### config.mk
export PLATFORM = sky130hd
export DESIGN_NAME = coord_frame_latch_flat
export DESIGN_NICKNAME = d
export VERILOG_FILES = /design/src/rtl/coord_frame_latch_if.sv /design/src/rtl/coord_frame_latch.sv /design/src/flat_wrapper.sv
export SDC_FILE = /design/constraint.sdc
export NUM_CORES = 1
export LEC_CHECK = 0
export BUFFER_PORTS_ARGS = -buffer_cell sky130_fd_sc_hd__buf_2
export CAP_MARGIN = 20
export CELL_PAD_IN_SITES_DETAIL_PLACEMENT = 1
export CELL_PAD_IN_SITES_GLOBAL_PLACEMENT = 1
export CORE_ASPECT_RATIO = 0.6
export CORE_MARGIN = 8
export CORE_UTILIZATION = 42
export DETAILED_ROUTE_END_ITERATION = 8
export GPL_ROUTABILITY_DRIVEN = 0
export HOLD_SLACK_MARGIN = 0.05
export PLACE_DENSITY = 0.85
export SYNTH_ARGS = -nofsm -noshare
export SYNTH_HDL_FRONTEND = slang
export SYNTH_SLANG_ARGS = --single-unit
### constraint.sdc
create_clock -name clk -period 2.58 [get_ports clk]
set_clock_uncertainty 0.05 [all_clocks]
set_input_delay 0.258 -clock clk [delete_from_list [all_inputs] [get_ports clk]]
set_output_delay 0.258 -clock clk [all_outputs]
set_load 0.01 [all_outputs]
### src/rtl/coord_frame_latch_if.sv
// coord_frame_latch_if
//   Bundles the tracker-side inputs and the SPI-side outputs of the frame latch.
//   master : the source mux / SPI slave side (drives v_sync, cs and the muxed
//            tracker results, observes the latched values)
//   slave  : the frame latch itself
//   Inputs : v_sync (active low), cs (async, active low), x/y_coor_in[9:0],
//            red_detect_in, shoot_in, target_off_in
//   Outputs: x/y_coor_out[9:0], red_detect_out, shoot_out, target_off_out,
//            frame_cnt[CNT_W-1:0], update_pulse, overrun
interface coord_frame_latch_if #(
  parameter int CNT_W = 8
);
  logic             v_sync;
  logic             cs;
  logic [9:0]       x_coor_in;
  logic [9:0]       y_coor_in;
  logic             red_detect_in;
  logic             shoot_in;
  logic             target_off_in;
  logic [9:0]       x_coor_out;
  logic [9:0]       y_coor_out;
  logic             red_detect_out;
  logic             shoot_out;
  logic             target_off_out;
  logic [CNT_W-1:0] frame_cnt;
  logic             update_pulse;
  logic             overrun;

  modport master (
    output v_sync, cs, x_coor_in, y_coor_in, red_detect_in, shoot_in, target_off_in,
    input  x_coor_out, y_coor_out, red_detect_out, shoot_out, target_off_out,
           frame_cnt, update_pulse, overrun
  );

  modport slave (
    input  v_sync, cs, x_coor_in, y_coor_in, red_detect_in, shoot_in, target_off_in,
    output x_coor_out, y_coor_out, red_detect_out, shoot_out, target_off_out,
           frame_cnt, update_pulse, overrun
  );
endinterface

### src/rtl/coord_frame_latch.sv
// coord_frame_latch
//   Frame-synchronous staging register between the auto/manual source mux and
//   the SPI slave. Tracker results are sampled into a shadow frame at every
//   falling edge of v_sync (detect hysteresis + optional coordinate averaging),
//   and the shadow is copied to the outputs only while no SPI transaction is
//   in progress, so one MISO word never mixes two frames.
//   Ports:
//     clk    : system clock
//     reset  : synchronous, active high
//     bus    : coord_frame_latch_if.slave (see interface header)
//   Parameters:
//     DET_ON  : consecutive detect frames to assert red_detect_out (1..15)
//     DET_OFF : consecutive no-detect frames to deassert it (1..15)
//     SMOOTH  : 0 = coordinates pass through, 1 = average of old and new
//     CNT_W   : frame_cnt width
module coord_frame_latch #(
  parameter int DET_ON  = 2,
  parameter int DET_OFF = 4,
  parameter int SMOOTH  = 1,
  parameter int CNT_W   = 8
) (
  input  logic               clk,
  input  logic               reset,
  coord_frame_latch_if.slave bus
);

  typedef enum logic [1:0] {IDLE, HOLD, COMMIT} state_t;

  typedef struct packed {
    logic [9:0] x;
    logic [9:0] y;
    logic       det;
    logic       shoot;
    logic       toff;
  } frame_t;

  localparam logic [3:0] ON_MAX  = 4'(DET_ON);
  localparam logic [3:0] OFF_MAX = 4'(DET_OFF);

  // ---------------------------------------------------------------------------
  // Edge detection: v_sync is already in clk domain, cs is not.
  // ---------------------------------------------------------------------------
  logic v_sync_q;
  logic cs_m, cs_s, cs_s_q;
  logic tick, cs_fall, cs_rise;

  // The cs synchroniser resets to 0 so that a cs held low through reset does
  // not produce a fake falling edge afterwards; a fake rising edge in IDLE is
  // harmless.
  always_ff @(posedge clk) begin
    if (reset) begin
      v_sync_q <= 1'b0;
      cs_m     <= 1'b0;
      cs_s     <= 1'b0;
      cs_s_q   <= 1'b0;
    end else begin
      v_sync_q <= bus.v_sync;
      cs_m     <= bus.cs;
      cs_s     <= cs_m;
      cs_s_q   <= cs_s;
    end
  end

  assign tick    = v_sync_q & ~bus.v_sync;
  assign cs_fall = cs_s_q & ~cs_s;
  assign cs_rise = ~cs_s_q & cs_s;

  // ---------------------------------------------------------------------------
  // Shadow frame
  // ---------------------------------------------------------------------------
  frame_t           shadow;
  frame_t           outq;
  logic [3:0]       on_cnt, off_cnt;
  logic [3:0]       on_nxt, off_nxt;
  logic             shoot_acc;
  logic [CNT_W-1:0] frame_cnt_q;
  logic [10:0]      x_sum, y_sum;
  logic [9:0]       x_nxt, y_nxt;
  logic             load;
  logic             shoot_vis;

  always_comb begin
    on_nxt  = (on_cnt  >= ON_MAX)  ? ON_MAX  : on_cnt  + 4'd1;
    off_nxt = (off_cnt >= OFF_MAX) ? OFF_MAX : off_cnt + 4'd1;
    x_sum   = {1'b0, shadow.x} + {1'b0, bus.x_coor_in};
    y_sum   = {1'b0, shadow.y} + {1'b0, bus.y_coor_in};
    // Averaging only makes sense against a coordinate from a tracked target;
    // while the filtered detect is low the new position is taken as-is.
    if (SMOOTH != 0 && shadow.det) begin
      x_nxt = x_sum[10:1];
      y_nxt = y_sum[10:1];
    end else begin
      x_nxt = bus.x_coor_in;
      y_nxt = bus.y_coor_in;
    end
  end

  always_ff @(posedge clk) begin
    if (reset) begin
      shadow      <= '0;
      on_cnt      <= '0;
      off_cnt     <= '0;
      shoot_acc   <= 1'b0;
      frame_cnt_q <= '0;
    end else begin
      if (bus.shoot_in) shoot_acc <= 1'b1;
      // The master is about to read a set shoot flag: drop it from the shadow
      // so only shoots arriving after this point can re-arm it.
      if (cs_fall && shoot_vis) shadow.shoot <= 1'b0;
      if (tick) begin
        frame_cnt_q  <= frame_cnt_q + 1'b1;
        shoot_acc    <= 1'b0;
        shadow.shoot <= (shadow.shoot & ~(cs_fall & shoot_vis)) | shoot_acc | bus.shoot_in;
        shadow.toff  <= bus.target_off_in;
        if (bus.red_detect_in) begin
          on_cnt   <= on_nxt;
          off_cnt  <= '0;
          shadow.x <= x_nxt;
          shadow.y <= y_nxt;
          if (on_nxt == ON_MAX) shadow.det <= 1'b1;
        end else begin
          off_cnt  <= off_nxt;
          on_cnt   <= '0;
          if (off_nxt == OFF_MAX) shadow.det <= 1'b0;
        end
      end
    end
  end

  // ---------------------------------------------------------------------------
  // Output FSM
  // ---------------------------------------------------------------------------
  state_t state;
  logic   pending;
  logic   shoot_seen;
  logic   update_q;
  logic   overrun_q;

  // IDLE does not load in the cs_fall cycle, so the word the master clocks out
  // is exactly what was on the outputs when the transaction began.
  always_comb begin
    load = 1'b0;
    case (state)
      IDLE:    load = pending & ~cs_fall;
      COMMIT:  load = pending;
      default: load = 1'b0;
    endcase
    shoot_vis = load ? shadow.shoot : outq.shoot;
  end

  always_ff @(posedge clk) begin
    if (reset) begin
      state      <= IDLE;
      pending    <= 1'b0;
      outq       <= '0;
      update_q   <= 1'b0;
      overrun_q  <= 1'b0;
      shoot_seen <= 1'b0;
    end else begin
      update_q <= load;
      if (load) outq <= shadow;

      // A tick coinciding with a load keeps pending so the newer shadow
      // follows on the next cycle.
      if (tick)      pending <= 1'b1;
      else if (load) pending <= 1'b0;

      // An unpublished frame being replaced while cs is low is lost to the master.
      if (tick && pending && (state == HOLD || cs_fall)) overrun_q <= 1'b1;

      case (state)
        IDLE: begin
          if (cs_fall) begin
            state      <= HOLD;
            shoot_seen <= shoot_vis;
          end
        end
        HOLD: begin
          if (cs_rise) begin
            state      <= COMMIT;
            shoot_seen <= 1'b0;
            // The master has read the shoot flag; retire it. A newer shoot
            // already sits in the shadow or accumulator and comes back on load.
            if (shoot_seen) outq.shoot <= 1'b0;
          end
        end
        COMMIT: begin
          if (cs_fall) begin
            state      <= HOLD;
            shoot_seen <= shoot_vis;
          end else begin
            state <= IDLE;
          end
        end
        default: state <= IDLE;
      endcase
    end
  end

  assign bus.x_coor_out     = outq.x;
  assign bus.y_coor_out     = outq.y;
  assign bus.red_detect_out = outq.det;
  assign bus.shoot_out      = outq.shoot;
  assign bus.target_off_out = outq.toff;
  assign bus.frame_cnt      = frame_cnt_q;
  assign bus.update_pulse   = update_q;
  assign bus.overrun        = overrun_q;

endmodule

### src/flat_wrapper.sv
// flat-port wrapper written by rule: the top's interface ports become plain ports
module coord_frame_latch_flat 
#(
  parameter int DET_ON  = 2,
  parameter int DET_OFF = 4,
  parameter int SMOOTH  = 1,
  parameter int CNT_W   = 8
)
  (clk, reset, bus_v_sync, bus_cs, bus_x_coor_in, bus_y_coor_in, bus_red_detect_in, bus_shoot_in, bus_target_off_in, bus_x_coor_out, bus_y_coor_out, bus_red_detect_out, bus_shoot_out, bus_target_off_out, bus_frame_cnt, bus_update_pulse, bus_overrun);
  coord_frame_latch_if #(.CNT_W(CNT_W)) bus_i ();
  input  logic clk;
  input  logic reset;
  input wire logic [$bits(bus_i.v_sync)-1:0] bus_v_sync;
  input wire logic [$bits(bus_i.cs)-1:0] bus_cs;
  input wire logic [$bits(bus_i.x_coor_in)-1:0] bus_x_coor_in;
  input wire logic [$bits(bus_i.y_coor_in)-1:0] bus_y_coor_in;
  input wire logic [$bits(bus_i.red_detect_in)-1:0] bus_red_detect_in;
  input wire logic [$bits(bus_i.shoot_in)-1:0] bus_shoot_in;
  input wire logic [$bits(bus_i.target_off_in)-1:0] bus_target_off_in;
  output wire logic [$bits(bus_i.x_coor_out)-1:0] bus_x_coor_out;
  output wire logic [$bits(bus_i.y_coor_out)-1:0] bus_y_coor_out;
  output wire logic [$bits(bus_i.red_detect_out)-1:0] bus_red_detect_out;
  output wire logic [$bits(bus_i.shoot_out)-1:0] bus_shoot_out;
  output wire logic [$bits(bus_i.target_off_out)-1:0] bus_target_off_out;
  output wire logic [$bits(bus_i.frame_cnt)-1:0] bus_frame_cnt;
  output wire logic [$bits(bus_i.update_pulse)-1:0] bus_update_pulse;
  output wire logic [$bits(bus_i.overrun)-1:0] bus_overrun;
  assign bus_i.v_sync = bus_v_sync;
  assign bus_i.cs = bus_cs;
  assign bus_i.x_coor_in = bus_x_coor_in;
  assign bus_i.y_coor_in = bus_y_coor_in;
  assign bus_i.red_detect_in = bus_red_detect_in;
  assign bus_i.shoot_in = bus_shoot_in;
  assign bus_i.target_off_in = bus_target_off_in;
  assign bus_x_coor_out = bus_i.x_coor_out;
  assign bus_y_coor_out = bus_i.y_coor_out;
  assign bus_red_detect_out = bus_i.red_detect_out;
  assign bus_shoot_out = bus_i.shoot_out;
  assign bus_target_off_out = bus_i.target_off_out;
  assign bus_frame_cnt = bus_i.frame_cnt;
  assign bus_update_pulse = bus_i.update_pulse;
  assign bus_overrun = bus_i.overrun;
  coord_frame_latch #(.DET_ON(DET_ON), .DET_OFF(DET_OFF), .SMOOTH(SMOOTH), .CNT_W(CNT_W)) u_core (.clk(clk), .reset(reset), .bus(bus_i));
endmodule
==> results.sh <==
export IMPL_fill_cell_total_of_the_finished_layout=1104
export IMPL_crit_arrival_ns=2.25
export IMPL_power_dissipated_by_switching_net_loads_mw=0.702
export IMPL_core_area_um2=8990
export IMPL_remaining_drc_errors=0
export IMPL_detailroute_via_count=3507
export IMPL_startpoint_of_the_worst_setup_timing_path="u_core.shadow[13]"
export IMPL_synth_cell_type_count=51
export IMPL_fin_total_pwr_mw=2.80
export IMPL_ys_warnings_count=0
export IMPL_die_area_um2=12500
export IMPL_layout_cells_non_filler=634
export IMPL_first_iter_violations=193
export IMPL_maximum_number_of_pins_on_one_net_before_global_route_repair=39
export IMPL_mappedNetlistNets=509
export IMPL_pwr_density_cell_nw_per_um2=617
export IMPL_detail_route_antenna_nets=0
export IMPL_cts_buffer_depth=2
export IMPL_max_freq_mhz=481
export IMPL_yosys_most_used_dff="dfxtp_1"
export IMPL_run_status="finished clean"
export IMPL_antenna_cells_inserted=0
export IMPL_grtUsageMet1_pct=22.3
export IMPL_grt_overflow_total=0
export IMPL_grt_first_pass_wirelength_um=18700
export IMPL_synth_ff_latch_count=73
export IMPL_final_nets=564
export IMPL_post_synth_inst_count=458
export IMPL_netSwitchingFraction_pct=25.0
export IMPL_cts_num_sinks=73
export IMPL_post_cts_hold_buffer_count=0
export IMPL_placement_io_buffers=59
export IMPL_timing_hold_worst_start="bus_cs"
export IMPL_share_clk_of_total_power_pct=49.1
export IMPL_fp_dieH_um=89.7
export IMPL_clockRootBuffer="clkbuf_16"
export IMPL_route_final_wire_length_um=11500
export IMPL_start_kind="flop"
export IMPL_busiest_grt_layer="met2"
export IMPL_avgSynthCellArea_um2=8.30
export IMPL_numCtsBuffers=9
export IMPL_grt_met2_usage_pct=32.0
export IMPL_worstSetupEndpointType="flop"
export IMPL_timing_max_cap_violations=0
export IMPL_path_cells="and2_1, fa_1, a21oi_1, o211ai_2, a31o_1, a211oi_1, nor4_1"
export IMPL_irDropWorstVdd_mv=0.369
export IMPL_required_ns=2.75
export IMPL_antenna_found_initial=0
export IMPL_tritoncts_clock_tree="done"
export IMPL_initial_utilization_pct=42.3
export IMPL_power_leakage_nw=1.87
export IMPL_layout_drive_gt1_share_pct=19.7
export IMPL_dp_cells=618
export IMPL_worst_path_max_delay_cell="fa_1"
export IMPL_critical_path_max_fanout=4
export IMPL_timing_critical_path_slowest_cell_delay_ns=0.41
export IMPL_seq_area_frac_synth_pct=38.4
export IMPL_track_usage_pct=18.5
export IMPL_async_reset_ff_share_pct=0
export IMPL_area_growth_syn_to_layout_pct=19.5
export IMPL_die_w_um=139
export IMPL_maxSlewHeadroom_pct=51.1
export IMPL_power_internal_mw=2.10
export IMPL_timing_final_setup_violations=0
export IMPL_timing_hold_worst_class="in -> reg"
export IMPL_timing_max_transition_violations_final=0
export IMPL_comb_power_share_pct=9.2
export IMPL_postCtsSetupBuffers=0
export IMPL_hpwlAfterDp_um=8370
export IMPL_clk_pin_slew_ns=0.06
export IMPL_io_pins=60
export IMPL_worst_slew_pin_transition_ns=0.734
export IMPL_number_of_enable_flip_flop_cells_after_synthesis=0
export IMPL_rsz0062_at_grt="no"
export IMPL_worst_setup_path_type="reg -> reg"
export IMPL_layout_min_cycle_time_ns=2.08
export IMPL_report_final_hold_viol_count=0
export IMPL_floorplan_rows=27
export IMPL_pwr_share_seq_pct=41.7
export IMPL_firstDrtPassIters=4
export IMPL_drt_wirelength_per_cell_um=18.2
export IMPL_cts_repair_resized=0
export IMPL_worstSkewPairLatency_ns=0.34
export IMPL_worst_r2r_startpoint="u_core.shadow[13]"
export IMPL_htree_levels=3
export IMPL_sum_of_negative_setup_slack_ns=0
export IMPL_via_per_inst=5.53
export IMPL_globalRouteMet3Util_pct=4.85
export IMPL_min_period_over_period_pct=80.6
export IMPL_mappedNetlistArea_um2=3800
export IMPL_vias_in_the_first_global_route=3731
-- power by group through the flow --
stage	sequential, mW	clock, mW	combinational (mW)
after floorplan	1.19	0	0.169
after global placement	1.19	0	0.242
after detailed placement	1.19	0	0.256
after CTS	1.17	1.41	0.259
after global routing	1.17	1.46	0.284
final	1.17	1.38	0.259
-- routing by layer --
| layer | vias up | share of wire [%] |
|---|---|---|
| met5 | - | 0 |
| met4 | 0 | 0.90 |
| met3 | 12 | 4.1 |
| met2 | 62 | 49 |
| met1 | 1706 | 46 |
| li1 | 1727 | - |
-- cells by family (layout without fill, tap and decap cells) --
family                     count (synthesis)  in the layout  synth area share [%]
AOI/OAI and AO/OA                        122            122                  20.9
and+or+nand+nor                          182            182                  23.1
buffers and inverters                     35             95                  3.92
adders and majority gates                 24             24                  8.29
xor gates and xnor gates                  13             13                  2.99
DFF                                       73             73                  38.4
muxes                                      9              9                  2.40
-- flip-flops by register name (all words and copies together), names as in the netlist, 2 cells and up --
register               count
u_core.on_cnt              4
u_core.bus.frame_cnt       8
u_core.off_cnt             4
u_core.bus.y_coor_out     10
u_core.bus.x_coor_out     10
u_core.shadow             23
u_core.state               2
-- area by class of cell --
type,instances,area (µm²),area share [%]
clock buffers,9,225,4.96
clock inverters,7,103,2.26
inverters,11,41.3,0.909
multi-input cells,350,2190,48.3
flip-flops and latches,73,1460,32.2
well taps,116,145,3.19
repair buffers,68,375,8.26
-- per-stage QoR --
step / setup WS (ns) / hold WS, ns / util [%] / cell area [µm²]
after floorplan: 0.720 / 0.336 / - / 3800
final: 0.501 / 0.109 / 50.6 / 4540
after detailed placement: 0.454 / 0.381 / 46.9 / 4220
after CTS: 0.507 / 0.104 / 50.6 / 4540
after global placement: 0.543 / 0.378 / 46.9 / 4220
after global routing: 0.362 / 0.113 / 50.6 / 4540
-- Yosys cell counts (all sizes together) (7+ instances only) --
cell	n	area, µm²
nor2b	9	56.3
o21ai	24	131
dfxtp	73	1460
nand2	73	274
a21oi	57	315
nor2	42	158
buf	15	73.8
nand2b	8	57.6
inv	11	41.3
a211oi	13	113
nand4	7	73.8
mux2i	8	80.1
xor2	7	61.3
clkbuf	9	33.8
nor3	17	90.1
ha	22	275
-- cells in the final DEF (no fill, tap or decap), drive strengths merged, types with 3 or more instances in the layout --
| cell | netlist | routed |
|---|---|---|
| nor2b | 9 | 9 |
| xnor2 | 6 | 6 |
| a31oi | 5 | 5 |
| inv | 11 | 13 |
| clkbuf | 9 | 9 |
| nand2 | 73 | 73 |
| or3 | 5 | 5 |
| nor4 | 3 | 3 |
| a311oi | 6 | 6 |
| nor3 | 17 | 17 |
| ha | 22 | 22 |
| nor2 | 42 | 42 |
| dfxtp | 73 | 73 |
| a211oi | 13 | 13 |
| xor2 | 7 | 7 |
| nand3b | 3 | 3 |
| buf | 15 | 68 |
| o21bai | 4 | 4 |
| o21ai | 24 | 24 |
| mux2i | 8 | 8 |
| nand2b | 8 | 8 |
| nand3 | 6 | 6 |
| a21o | 3 | 3 |
| nand4 | 7 | 7 |
| a21oi | 57 | 57 |
-- worst max-delay path, delay by kind of cell, from the launching register on --
| kind | cells | cell delay (ns) |
|---|---|---|
| and+or+nand+nor | 2 | 0.23 |
| adders and majority gates | 1 | 0.41 |
| DFF | 1 | 0.34 |
| AOI/OAI and AO/OA | 4 | 0.94 |
-- final timing paths --
check	end	slack (ns)	cells past startpoint
worst min register to register	u_core.cs_s	0.40	1
worst max register to register	u_core.shadow[22]	0.50	7
worst max-delay path	u_core.shadow[22]	0.50	7
worst min-delay path	u_core.cs_m	0.11	2
Power figures use the tool's default switching activity.
